**src/rtl/xdisp_scan.sv**
```systemverilog
// rtl/xdisp_scan.sv - four-digit seven-segment scanner with memory-mapped digit/control registers
module xdisp_scan #(
   parameter int DATA_W      = 32,
   parameter int REFRESH_DIV = 100000,
   parameter int BLANK_CYC   = 4
) (
   input  logic              clk,
   input  logic              rst,
   input  logic              sel,
   input  logic              we,
   input  logic [2:0]        addr,
   input  logic [DATA_W-1:0] data_in,
   output logic [DATA_W-1:0] data_out,
   output logic [7:0]        Disp,
   output logic [3:0]        Disp_sel
);

   localparam int CNT_W    = (REFRESH_DIV > 2) ? $clog2(REFRESH_DIV) : 1;
   localparam int SHOW_CYC = REFRESH_DIV - BLANK_CYC;
   localparam logic [CNT_W-1:0] CNT_LAST = CNT_W'(REFRESH_DIV - 1);

   typedef enum logic {S_SHOW, S_BLANK} state_t;

   logic [3:0]        dig_val   [4];
   logic              dig_dp    [4];
   logic              dig_blank [4];
   logic              en;

   logic [CNT_W-1:0]  cnt;
   logic [CNT_W-1:0]  cnt_inc;
   logic [1:0]        idx;
   state_t            state;

   logic [DATA_W-1:0] rd_data;
   logic              wr_en;
   logic              rd_en;
   logic              unused_data_hi;

   assign wr_en          = sel & we;
   assign rd_en          = sel & ~we;
   assign cnt_inc        = cnt + CNT_W'(1);
   assign unused_data_hi = ^data_in[DATA_W-1:16];

   // Hex nibble to active-low g..a segments
   function automatic logic [6:0] hex_seg(input logic [3:0] v);
      case (v)
         4'h0:    hex_seg = 7'h40;
         4'h1:    hex_seg = 7'h79;
         4'h2:    hex_seg = 7'h24;
         4'h3:    hex_seg = 7'h30;
         4'h4:    hex_seg = 7'h19;
         4'h5:    hex_seg = 7'h12;
         4'h6:    hex_seg = 7'h02;
         4'h7:    hex_seg = 7'h78;
         4'h8:    hex_seg = 7'h00;
         4'h9:    hex_seg = 7'h10;
         4'hA:    hex_seg = 7'h08;
         4'hB:    hex_seg = 7'h03;
         4'hC:    hex_seg = 7'h46;
         4'hD:    hex_seg = 7'h21;
         4'hE:    hex_seg = 7'h06;
         default: hex_seg = 7'h0E;
      endcase
   endfunction

   // Register writes: per-digit fields, enable, and packed nibble load that keeps dp/blank
   always_ff @(posedge clk or negedge rst) begin
      if (!rst) begin
         for (int i = 0; i < 4; i++) begin
            dig_val[i]   <= 4'h0;
            dig_dp[i]    <= 1'b0;
            dig_blank[i] <= 1'b0;
         end
         en <= 1'b0;
      end else if (wr_en) begin
         case (addr)
            3'd0, 3'd1, 3'd2, 3'd3: begin
               dig_val[addr[1:0]]   <= data_in[3:0];
               dig_dp[addr[1:0]]    <= data_in[4];
               dig_blank[addr[1:0]] <= data_in[5];
            end
            3'd4: en <= data_in[0];
            3'd5: begin
               for (int i = 0; i < 4; i++) begin
                  dig_val[i] <= data_in[4*i +: 4];
               end
            end
            default: ;
         endcase
      end
   end

   // Read mux; unimplemented bits and address 7 read as zero
   always_comb begin
      rd_data = '0;
      case (addr)
         3'd0, 3'd1, 3'd2, 3'd3:
            rd_data[5:0] = {dig_blank[addr[1:0]], dig_dp[addr[1:0]], dig_val[addr[1:0]]};
         3'd4: rd_data[0]    = en;
         3'd5: rd_data[15:0] = {dig_val[3], dig_val[2], dig_val[1], dig_val[0]};
         3'd6: rd_data[2:0]  = {(state == S_BLANK), idx};
         default: ;
      endcase
   end

   // Read data is captured on the read edge and held until the next read
   always_ff @(posedge clk or negedge rst) begin
      if (!rst) begin
         data_out <= '0;
      end else if (rd_en) begin
         data_out <= rd_data;
      end
   end

   // Scan FSM: prescaler, digit index, SHOW/BLANK phase, and registered segment/digit drive
   always_ff @(posedge clk or negedge rst) begin
      if (!rst) begin
         cnt      <= '0;
         idx      <= 2'd0;
         state    <= S_SHOW;
         Disp     <= 8'hFF;
         Disp_sel <= 4'hF;
      end else begin
         // Outputs follow the current scan state and current register contents,
         // so a digit rewrite shows on the very next edge
         if (!en || state == S_BLANK) begin
            Disp     <= 8'hFF;
            Disp_sel <= 4'hF;
         end else begin
            Disp_sel <= ~(4'b0001 << idx);
            Disp     <= dig_blank[idx] ? 8'hFF : {~dig_dp[idx], hex_seg(dig_val[idx])};
         end

         if (!en) begin
            cnt   <= '0;
            idx   <= 2'd0;
            state <= S_SHOW;
         end else if (cnt == CNT_LAST) begin
            cnt   <= '0;
            idx   <= idx + 2'd1;
            state <= S_SHOW;
         end else begin
            cnt   <= cnt_inc;
            state <= (int'(cnt_inc) >= SHOW_CYC) ? S_BLANK : S_SHOW;
         end
      end
   end

endmodule
```
**config.mk**
```make
export PLATFORM = sky130hd
export DESIGN_NAME = xdisp_scan
export DESIGN_NICKNAME = d
export VERILOG_FILES = /design/src/rtl/xdisp_scan.sv
export SDC_FILE = /design/constraint.sdc
export NUM_CORES = 1
export LEC_CHECK = 0
export CAP_MARGIN = 40
export CORE_MARGIN = 4
export CORE_UTILIZATION = 52
export DETAILED_ROUTE_END_ITERATION = 12
export GPL_ROUTABILITY_DRIVEN = 0
export PLACE_DENSITY = 0.81
export SLEW_MARGIN = 20
export SYNTH_ARGS = -nofsm -noshare
export SYNTH_HDL_FRONTEND = slang
export SYNTH_SLANG_ARGS = --single-unit
```
**constraint.sdc**
```tcl
create_clock -name clk -period 2.7 [get_ports clk]
set_clock_uncertainty 0.15 [all_clocks]
set_input_delay 0.27 -clock clk [delete_from_list [all_inputs] [get_ports clk]]
set_output_delay 0.27 -clock clk [all_outputs]
set_load 0.01 [all_outputs]
```
After elaboration in Yosys (flattened, before gate mapping)
Memory sizes are Yosys's and may differ from the RTL's.
Cells that the tools add are included.

storage, ports and cells
  memories kept = 1
  output and inout bits = 44
  bits in read-only memories = 112
  latch bits = 0
  register bits = 73
  logic and storage cells = 91
  RAM bits = 0
  input bits = 39

operators by class
  equal/unequal tests = 8
  add/sub/neg operators = 2
  multiplexer cells = 40
  reduce and logical (&&, ||, !) cells = 9
  bitwise gates (word level) = 7
  div/mod/pow operators = 0
  magnitude comparators = 4
  shifts and indexed selects = 1
  $mul = 0

memories
  name             words  width  read ports  clocked after Yosys merged registers in  wr ports  RTL line  RTL
  (no name shown)  16     7      1           0                                        0         46        case (v)

operators with widths
  operator                                                          number
  17-bit 2-to-1 mux                                                 2
  16-bit one-hot mux with 2 select lines                            1
  4-bit 2-to-1 mux                                                  6
  17-bit by 1-bit adder with 17-bit output (second input constant)  1
  17-bit == test (second input constant)                            1
  17-bit >= comparator (second input constant)                      1
  4-bit binary-select mux with 2-bit select                         2
  16-bit bitwise mux                                                1
  8-bit 2-to-1 mux                                                  2
  1-bit 2-to-1 mux                                                  12
  10-bit 2-to-1 mux                                                 1
  3-bit == test (second input constant)                             3
  1-bit binary-select mux with 2-bit select                         4
  4-bit bitwise mux                                                 2
  4-bit demux with 2-bit select                                     1
  3-bit by 2-bit == test with 1-bit output (second input constant)  2
  3-bit >= comparator (second input constant)                       2
  2-bit inverter with 3-bit output                                  2
  2-bit one-hot mux with 3 select lines                             1
  3-bit one-hot mux with 2 select lines                             1
  2-bit AND reduction                                               3
  2-bit 2-to-1 mux                                                  2
  4-bit inverter                                                    1
  1-bit one-hot mux with 4 select lines                             1
  other kinds (14)                                                  16

Depth between registers and ports, before layout
Gate-level depths: netlist of run 1.

  depth after elaboration = 7
  depth in mapped cells = 8
  depth with buffers taken out = 7

Worst setup path after synthesis of run 1
OpenSTA, ideal clock, no wires.

  path type = register to register
  from = reg idx[0]
  to = reg Disp[3]
  cell stages (with the launch flop) = 8
  library setup time = 0.087 ns
  path slack = 0.489 ns
  arrival = 1.974 ns
  required time = 2.463 ns
  path buffers = 1
  clock period less this slack = 2.211 ns
  cells stage by stage = dfrtp_1 buf_2 mux4_2 inv_1 ha_1 mux2_2 o21ai_0 nand2_1

between the ends
  word-level cells in the longest chain between the ends = 7
  elaborated cells on any way between the ends = 10
  classes of those cells = mux (8); bitwise (1); memory (1)

ends and longest elaborated chain
  element                                                     RTL line  RTL
  start: declaration                                          31        logic [1:0] idx;
  start signal: assignment                                    140       idx <= idx + 2'd1;
  2-bit inverter with 3-bit output (not written as such) (*)  131       Disp <= dig_blank[idx] ? 8'hFF : {~dig_dp[idx], hex_seg(dig_val[idx])};
  4-bit binary-select mux with 2-bit select                   131
  4-bit 2-to-1 mux (not written as such) (2 in series)        131
  memory read 16 x 7 bit                                      n/a
  8-bit 2-to-1 mux (*)                                        131
  8-bit 2-to-1 mux (*)                                        126       if (!en || state == S_BLANK) begin
  end signal: assignment                                      131
  end: declaration                                            14        output logic [7:0] Disp,

Mark *: on every way between the ends. The rest lies on a longest branch, timed or not. The select of a mux whose other input is x is not followed.
A chain may end at the register's enable or synchronous reset.

Final worst setup path of run 1
Ends and elaborated chain as after synthesis.

==> summary.txt, run 1 <==
======================================================================================================
Met3 capacity usage during global routing ...............................................       4.300%
FFs w/ async S/R, synth .................................................................       100.0%
Die area ................................................................................     9244 um2
Share of the synthesized area in the top cell type ......................................       37.78%
Total iterations of the first detailed-routing run ......................................            4
Buffers and inverters on the worst path .................................................            1
Number of fillers in the final layout ...................................................          574
Ant. Diodes .............................................................................            0
Latest clock arrival within the worst-skew pair .........................................      0.34 ns
DIE WIDTH ...............................................................................     96.15 um
Global routing's busiest layer ..........................................................         met2
Met1 global-route usage .................................................................       25.20%
Count leader, synth ..................................................................... sky130_fd_sc_hd__dfrtp_1
Total number of vias ....................................................................         3058
Achievable Freq .........................................................................   0.4363 GHz
Post CTS Setup Buffer Count .............................................................            0
Wire length per cell after detailed routing .............................................     16.36 um
Maximum clock path buffer count .........................................................            2
Worst hold path class ................................................................... register to register
Vertical extent of the die ..............................................................     96.15 um
Drt via density .........................................................................        5.560
Worst path top cell family by delay ..................................................... multiplexers
Number of cells traversed by the worst hold path ........................................            2
Result of the run ....................................................................... complete, no violations
Total GRT Usage .........................................................................       20.54%
Top post-synthesis cells by area ........................................................ sky130_fd_sc_hd__dfrtp_1, sky130_fd_sc_hd__dfstp_2, sky130_fd_sc_hd__mux4_2, sky130_fd_sc_hd__nand2_1, sky130_fd_sc_hd__o21ai_0
Flop2flop setup slack ...................................................................      0.41 ns
Max-slew violation count ................................................................            0
Layout overhead on the synthesized area .................................................       19.26%
Library cell with the largest summed area after synthesis ............................... sky130_fd_sc_hd__dfrtp_1
Wire length of the first global-routing pass ............................................     14.53 mm
TritonCTS clock tree ....................................................................        built
HP Start ................................................................................  data_out[7]
Number of cells produced by synthesis ...................................................          391
CTS Buf Count ...........................................................................            9
Depth of the worst register-to-register path ............................................            6
Largest fanout on the critical path .....................................................            7
Clock transition at the register clock pins on the worst setup and hold paths after CTS .      0.08 ns
R2r endpoint ............................................................................      Disp[3]
Endpoint kind of the worst setup timing path ............................................     register
Count of state elements after synthesis .................................................           73
Effective utilization at floorplan ......................................................       54.53%
Fraction of layout instances using a drive strength above 1 .............................       16.63%
Global Route met2 Usage .................................................................       35.48%
Maximum number of pins on one net before global-route repair ............................           35
Sequential area share after synthesis ...................................................       45.59%
Endpoint of the worst hold path .........................................................  data_out[7]
Syn Area/Cell ...........................................................................    10.33 um2
Setup TNS ...............................................................................         0 ns
Count of cell types in the netlist ......................................................           53
RSZ-0062 raised after global routing ....................................................           no
Critical path, cell by cell ............................................................. mux4_2 -> inv_1 -> ha_1 -> mux2_2 -> o21ai_0 -> nand2_1
Fin crit share ..........................................................................       84.90%
Power Density ........................................................................... 611.9 nW/um2
Post-DP HPWL ............................................................................     6.591 mm
Transition time at the pin with the least slew margin ...................................    0.7013 ns
EDFF count, synth .......................................................................            0
Final #Nets .............................................................................          497
Number of maximum-capacitance constraint violations .....................................            0
Leakage power summed over all cells .....................................................     1.993 nW
Classification of the worst setup path .................................................. register to register
Std-Cell Rows ...........................................................................           31
Worst hold slack ........................................................................    0.3309 ns
Number of port buffers ..................................................................           50
Endpoints failing setup .................................................................            0
Routed wire length ......................................................................     8.997 mm
Global route overflow ...................................................................            0
Root cell of the clock tree ............................................................. sky130_fd_sc_hd__clkbuf_8
Number of global-route vias before repair ...............................................         2974
Main synth FF type ...................................................................... sky130_fd_sc_hd__dfrtp_1
Startpoint type of the worst setup path .................................................     register
Endpoint arrival time on the critical path ..............................................      2.40 ns
CORE AREA ...............................................................................     7408 um2
Number of endpoints with negative hold slack in the final report ........................            0
Worst relative slew slack ...............................................................       53.25%
Shortest clock period the worst path allows after layout ................................     2.292 ns
Post-detailed-route DRC marker count ....................................................            0
Slowest cell on the critical path ....................................................... sky130_fd_sc_hd__mux4_2
Required time worst endpoint ............................................................      2.81 ns
Peak supply drop ........................................................................    0.2462 mV
Ports placed on the boundary ............................................................           83
Netlist area before placement ...........................................................     4040 um2
Most instantiated cells after synthesis ................................................. sky130_fd_sc_hd__dfrtp_1, sky130_fd_sc_hd__nand2_1, sky130_fd_sc_hd__o21ai_0
Number of sinks on the clock net ........................................................           73
Ys Warns ................................................................................            0
Initial detailed-routing violation count ................................................          161
Remaining antenna violation count after routing .........................................            0
Number of antenna violations at the first check in global routing .......................            0
Delay of the slowest critical-path stage ................................................      0.63 ns
R2R Path Start ..........................................................................       idx[0]
H-tree level count ......................................................................            3
======================================================================================================
worst min-delay path: stages, from the launching register on:
cell and delay (ns):
sky130_fd_sc_hd__dfrtp_1 0.35, sky130_fd_sc_hd__nand2_1 0.05, sky130_fd_sc_hd__o21ai_0 0.06
cell usage in the layout, fill, tap and decap left out, drive strengths merged, types with 4 or more instances in the layout:
cell type,synthesis,layout
nor3,8,8
dfrtp,61,61
xor2,7,7
conb,1,16
nor4,4,4
a21oi,11,11
o221ai,6,6
nand2,58,58
clkbuf,10,9
dfstp,12,12
xnor2,12,12
inv,7,9
nand2b,5,5
and2,5,5
mux2i,9,9
buf,23,12
nand3,6,6
o21ai,36,36
clkdlybuf4s50,0,49
nor2,27,27
mux2,14,14
a22oi,7,7
a32oi,4,4
ha,12,12
nor2b,8,8
mux4,11,11
sequential cells by signal, indices dropped and copies added, names as in the netlist:
signal	count
Disp_sel	4
dig_blank	4
state	1
data_out	16
idx	2
en	1
Disp	8
dig_val	16
cnt	17
dig_dp	4
power breakdown:
group / total (W) / internal, W / leakage (nW) / switching (W)
Combinational: 0.000690 / 0.000343 / 0.964 / 0.000347
Sequential: 0.00139 / 0.00126 / 0.929 / 0.000127
Clock: 0.000869 / 0.000434 / 0.100 / 0.000435
Total: 0.00295 / 0.00204 / 1.99 / 0.000908
metrics by stage:
stage | worst slack (ns) | std cells | power (W) | utilization [%] | cell area [um2]
global placement | 0.4152 | 533 | 0.002054 | 62.19 | 4607
detailed placement | 0.3695 | 533 | 0.002090 | 62.19 | 4607
CTS | 0.4093 | 550 | 0.002961 | 65.04 | 4818
global route | 0.1627 | 550 | 0.003112 | 65.04 | 4818
floorplan | 0.4890 | 406 | 0.001814 | - | 4096
finish | 0.4077 | 550 | 0.002948 | 65.04 | 4818
timing repair:
action                    4_1_cts  5_1_grt
gates resized for setup         0        0
hold endpoints to repair       23        0
hold buffers                    1        0
cells by family after synthesis:
logic type	share of synthesized area, %
AO/OA/AOI/OAI	11.55
adder cells (fa/ha/maj)	3.716
AND/OR/NAND/NOR	17.28
flip-flops	45.59
buffers and inverters	5.389
XOR/XNOR	4.119
other	0.09282
multiplexers	12.26
area by class of cell:
type                            instances  area [um2]  area share (%)
Clock buffer                            9       123.9           2.571
Clock inverter                          7       77.57           1.610
Inverter                                7       26.28          0.5453
Multi-Input combinational cell        293        2037           42.27
Sequential cell                        73        1842           38.22
Tap cell                               99       123.9           2.571
Timing Repair Buffer                   62       588.1           12.20
how the worst max path moves through the flow:
stage,start,to,cells past startpoint
floorplan,idx[0],Disp[3],7
global placement,idx[0],Disp[3],6
detailed placement,addr[1],dig_val[0],6
CTS,idx[0],Disp[3],6
global route,cnt[0],cnt[8],6
finish,idx[0],Disp[3],6
routing by layer:
metal,wire length (um),share of wire (%),vias up
met1,3678,41,1474
met5,0,0,-
met4,164,1.8,0
li1,-,-,1459
met2,4582,51,106
met3,571,6.3,19
Note: power is estimated with default switching activity, not from simulation.
==> run 2: changes to the inputs <==
--- a/config.mk
+++ b/config.mk
@@ -7,10 +7,10 @@
 export LEC_CHECK = 0
 export CAP_MARGIN = 40
 export CORE_MARGIN = 4
-export CORE_UTILIZATION = 52
+export CORE_UTILIZATION = 47
 export DETAILED_ROUTE_END_ITERATION = 12
 export GPL_ROUTABILITY_DRIVEN = 0
-export PLACE_DENSITY = 0.81
+export PLACE_DENSITY = 0.77
 export SLEW_MARGIN = 20
 export SYNTH_ARGS = -nofsm -noshare
 export SYNTH_HDL_FRONTEND = slang
==> constraint.sdc (replaced) <==
create_clock -name clk -period 2.05 [get_ports clk]
set_clock_uncertainty 0.15 [all_clocks]
set_input_delay 0.205 -clock clk [delete_from_list [all_inputs] [get_ports clk]]
set_output_delay 0.205 -clock clk [all_outputs]
set_load 0.01 [all_outputs]
==> run 2 against run 1 <==
Routed wire length grew 4.0%. Register-to-register slack lost 0.34 ns. Largest cell class unchanged. Fmax grew 15%. Critical endpoint is now state. Sequential power grew 30%. Count of clock-buffer cells in the layout grew 2. Power grew 32%. Sequential share of layout area shrank 2.6 points. Core utilization shrank 2.6 points. Cell area grew 7.5%.
==> summary.txt, run 2 (synthesis results as in run 1) <==
======================================================================================================
Result of the run ....................................................................... complete, no violations
Startpoint type of the worst setup path .................................................     register
Worst relative slew slack ...............................................................       60.66%
Top Registers ........................................................................... cnt x17, data_out x16, dig_val x16
Leakage power summed over all cells .....................................................     2.206 nW
Internal ................................................................................   0.002704 W
Total GRT Usage .........................................................................       19.05%
Shortest clock period the worst path allows after layout ................................     1.986 ns
Number of port buffers ..................................................................           50
Maximum number of pins on one net before global-route repair ............................           34
Root cell of the clock tree ............................................................. sky130_fd_sc_hd__clkbuf_8
Fraction of layout instances using a drive strength above 1 .............................       24.85%
Number of antenna violations at the first check in global routing .......................            0
Placed Cells incl. Taps .................................................................          577
Total number of vias ....................................................................         3238
Std-Cell Rows ...........................................................................           33
Post-detailed-route DRC marker count ....................................................            0
Final #Nets .............................................................................          537
Required time worst endpoint ............................................................      2.11 ns
Share of total power in the clock network ...............................................        25.6%
Remaining antenna violation count after routing .........................................            0
Most frequent standard cell in the layout excluding fill and tap cells .................. sky130_fd_sc_hd__dfrtp_1
TritonCTS clock tree ....................................................................        built
Wire length of the first global-routing pass ............................................     15.26 mm
H-tree level count ......................................................................            3
Switching part of the total .............................................................       30.46%
Global route overflow ...................................................................            0
Largest fanout on the critical path .....................................................            7
Max FFs per register ....................................................................           17
Initial detailed-routing violation count ................................................          166
Endpoint kind of the worst setup timing path ............................................     register
Maximum clock path buffer count .........................................................            2
Total iterations of the first detailed-routing run ......................................            4
Latest clock arrival within the worst-skew pair .........................................      0.35 ns
Power Density ........................................................................... 751.0 nW/um2
RSZ-0062 raised after global routing ....................................................          yes
Number of global-route vias before repair ...............................................         3187
Post-DP HPWL ............................................................................     7.112 mm
Achievable Freq .........................................................................   0.5035 GHz
Number of fillers in the final layout ...................................................          662
CTS Buf Count ...........................................................................            9
Routed wire length ......................................................................     9.357 mm
Max-slew violation count ................................................................            0
Count of placed standard cells in the final layout, fillers left out ....................          596
Effective utilization at floorplan ......................................................       48.68%
Switching power .........................................................................   0.001185 W
Number of endpoints with negative hold slack in the final report ........................            0
DP Worst Slack ..........................................................................  -0.05392 ns
Ant. Diodes .............................................................................            0
Number of sinks on the clock net ........................................................           73
Commonest non-fill, non-tap cells in the layout ......................................... sky130_fd_sc_hd__dfrtp_1, sky130_fd_sc_hd__nand2_1, sky130_fd_sc_hd__clkdlybuf4s50_1
Vertical extent of the die ..............................................................     100.7 um
Classification of the worst setup path .................................................. register to register
Minimum setup slack in the final design .................................................   0.06399 ns
DIE WIDTH ...............................................................................     100.7 um
Endpoint arrival time on the critical path ..............................................      2.04 ns
Fin crit share ..........................................................................       96.88%
Worst hold path class ................................................................... input port to asynchronous set/reset pin
Portion of total power attributed to combinational logic ................................        27.7%
Worst hold slack ........................................................................    0.2405 ns
Drt via density .........................................................................        5.433
Transition time at the pin with the least slew margin ...................................    0.5901 ns
Wire length per cell after detailed routing .............................................     15.70 um
Ports placed on the boundary ............................................................           83
Relative contribution of sequential cells to total power ................................        46.6%
Number of maximum-capacitance constraint violations .....................................            0
CORE AREA ...............................................................................     8299 um2
Clock transition at the register clock pins on the worst setup and hold paths after CTS .      0.08 ns
Layout overhead on the synthesized area .................................................       28.18%
Peak supply drop ........................................................................    0.3192 mV
Die area ................................................................................    10140 um2
Endpoints failing setup .................................................................            0
Most flop-heavy register ................................................................          cnt
======================================================================================================
## run 2: cell types whose count changed in the layout (fill, tap and decap cells not counted), sizes merged
cell    change
buf        +40
clkbuf      +2
inv         -2
bufinv      -1
clkinv      +1
## run 2: layer usage
layer	wire length, um	GRT usage (%)
met1	3923	24.93
met2	4635	30.84
met3	529	3.114
met4	269	9.119
met5	0	0
## run 2: layout make-up
class                   instances  area, um2  area share [%]
flip-flops and latches         73       1843           35.59
repair buffers                102      917.1           17.71
clock buffers                  11      141.4           2.730
well taps                     105      131.4           2.537
clock inverters                 5      31.28          0.6040
inverters                       7      26.28          0.5074
multi-input cells             293       2088           40.32
## run 2: metrics by stage
step	total power (W)	utilization [%]	setup TNS, ns	cell area, um2
after floorplan	0.002402	-	0	4115
after global placement	0.002832	59.49	-0.01388	4937
after detailed placement	0.002883	59.49	-0.3038	4937
after CTS	0.003884	61.74	0	5124
after global routing	0.004106	62.40	-0.06182	5179
final	0.003889	62.40	0	5179
## run 2: what timing repair did
action | in CTS | in global routing
hold endpoints to repair | 20 | 0
pin swaps | 2 | 1
setup buffers | 0 | 2
endpoints found under the setup margin | 4 | 5
resized for setup | 2 | 10
hold buffers | 1 | 0
## run 2: path summary, 6_finish.rpt
kind / from / endpoint / slack, ns / cells past startpoint
max in group asynchronous: rst / Disp_sel[0] / 0.82 / 3
min in group clk: data_out[6] / data_out[6] / 0.33 / 2
setup reg to reg: cnt[6] / state / 0.06 / 6
hold reg to reg: data_out[6] / data_out[6] / 0.33 / 2
setup / recovery: cnt[6] / state / 0.06 / 6
hold / removal: rst / data_out[14] / 0.24 / 2
## run 2: worst max-delay path, stage by stage, from the launching register on
cell	delay, ns
sky130_fd_sc_hd__dfrtp_1	0.48
sky130_fd_sc_hd__nand4_4	0.25
sky130_fd_sc_hd__nor2_4	0.24
sky130_fd_sc_hd__xnor2_1	0.15
sky130_fd_sc_hd__a31oi_1	0.11
sky130_fd_sc_hd__a311oi_1	0.35
sky130_fd_sc_hd__a2111oi_2	0.12
## run 2: power groups by stage
stage	registers, W	clock network (W)	logic (W)
floorplan	0.00184	0	0.000558
global placement	0.00182	0	0.00101
detailed placement	0.00184	0	0.00105
CTS	0.00181	0.00102	0.00105
global route	0.00184	0.00109	0.00118
finish	0.00181	0.000997	0.00108
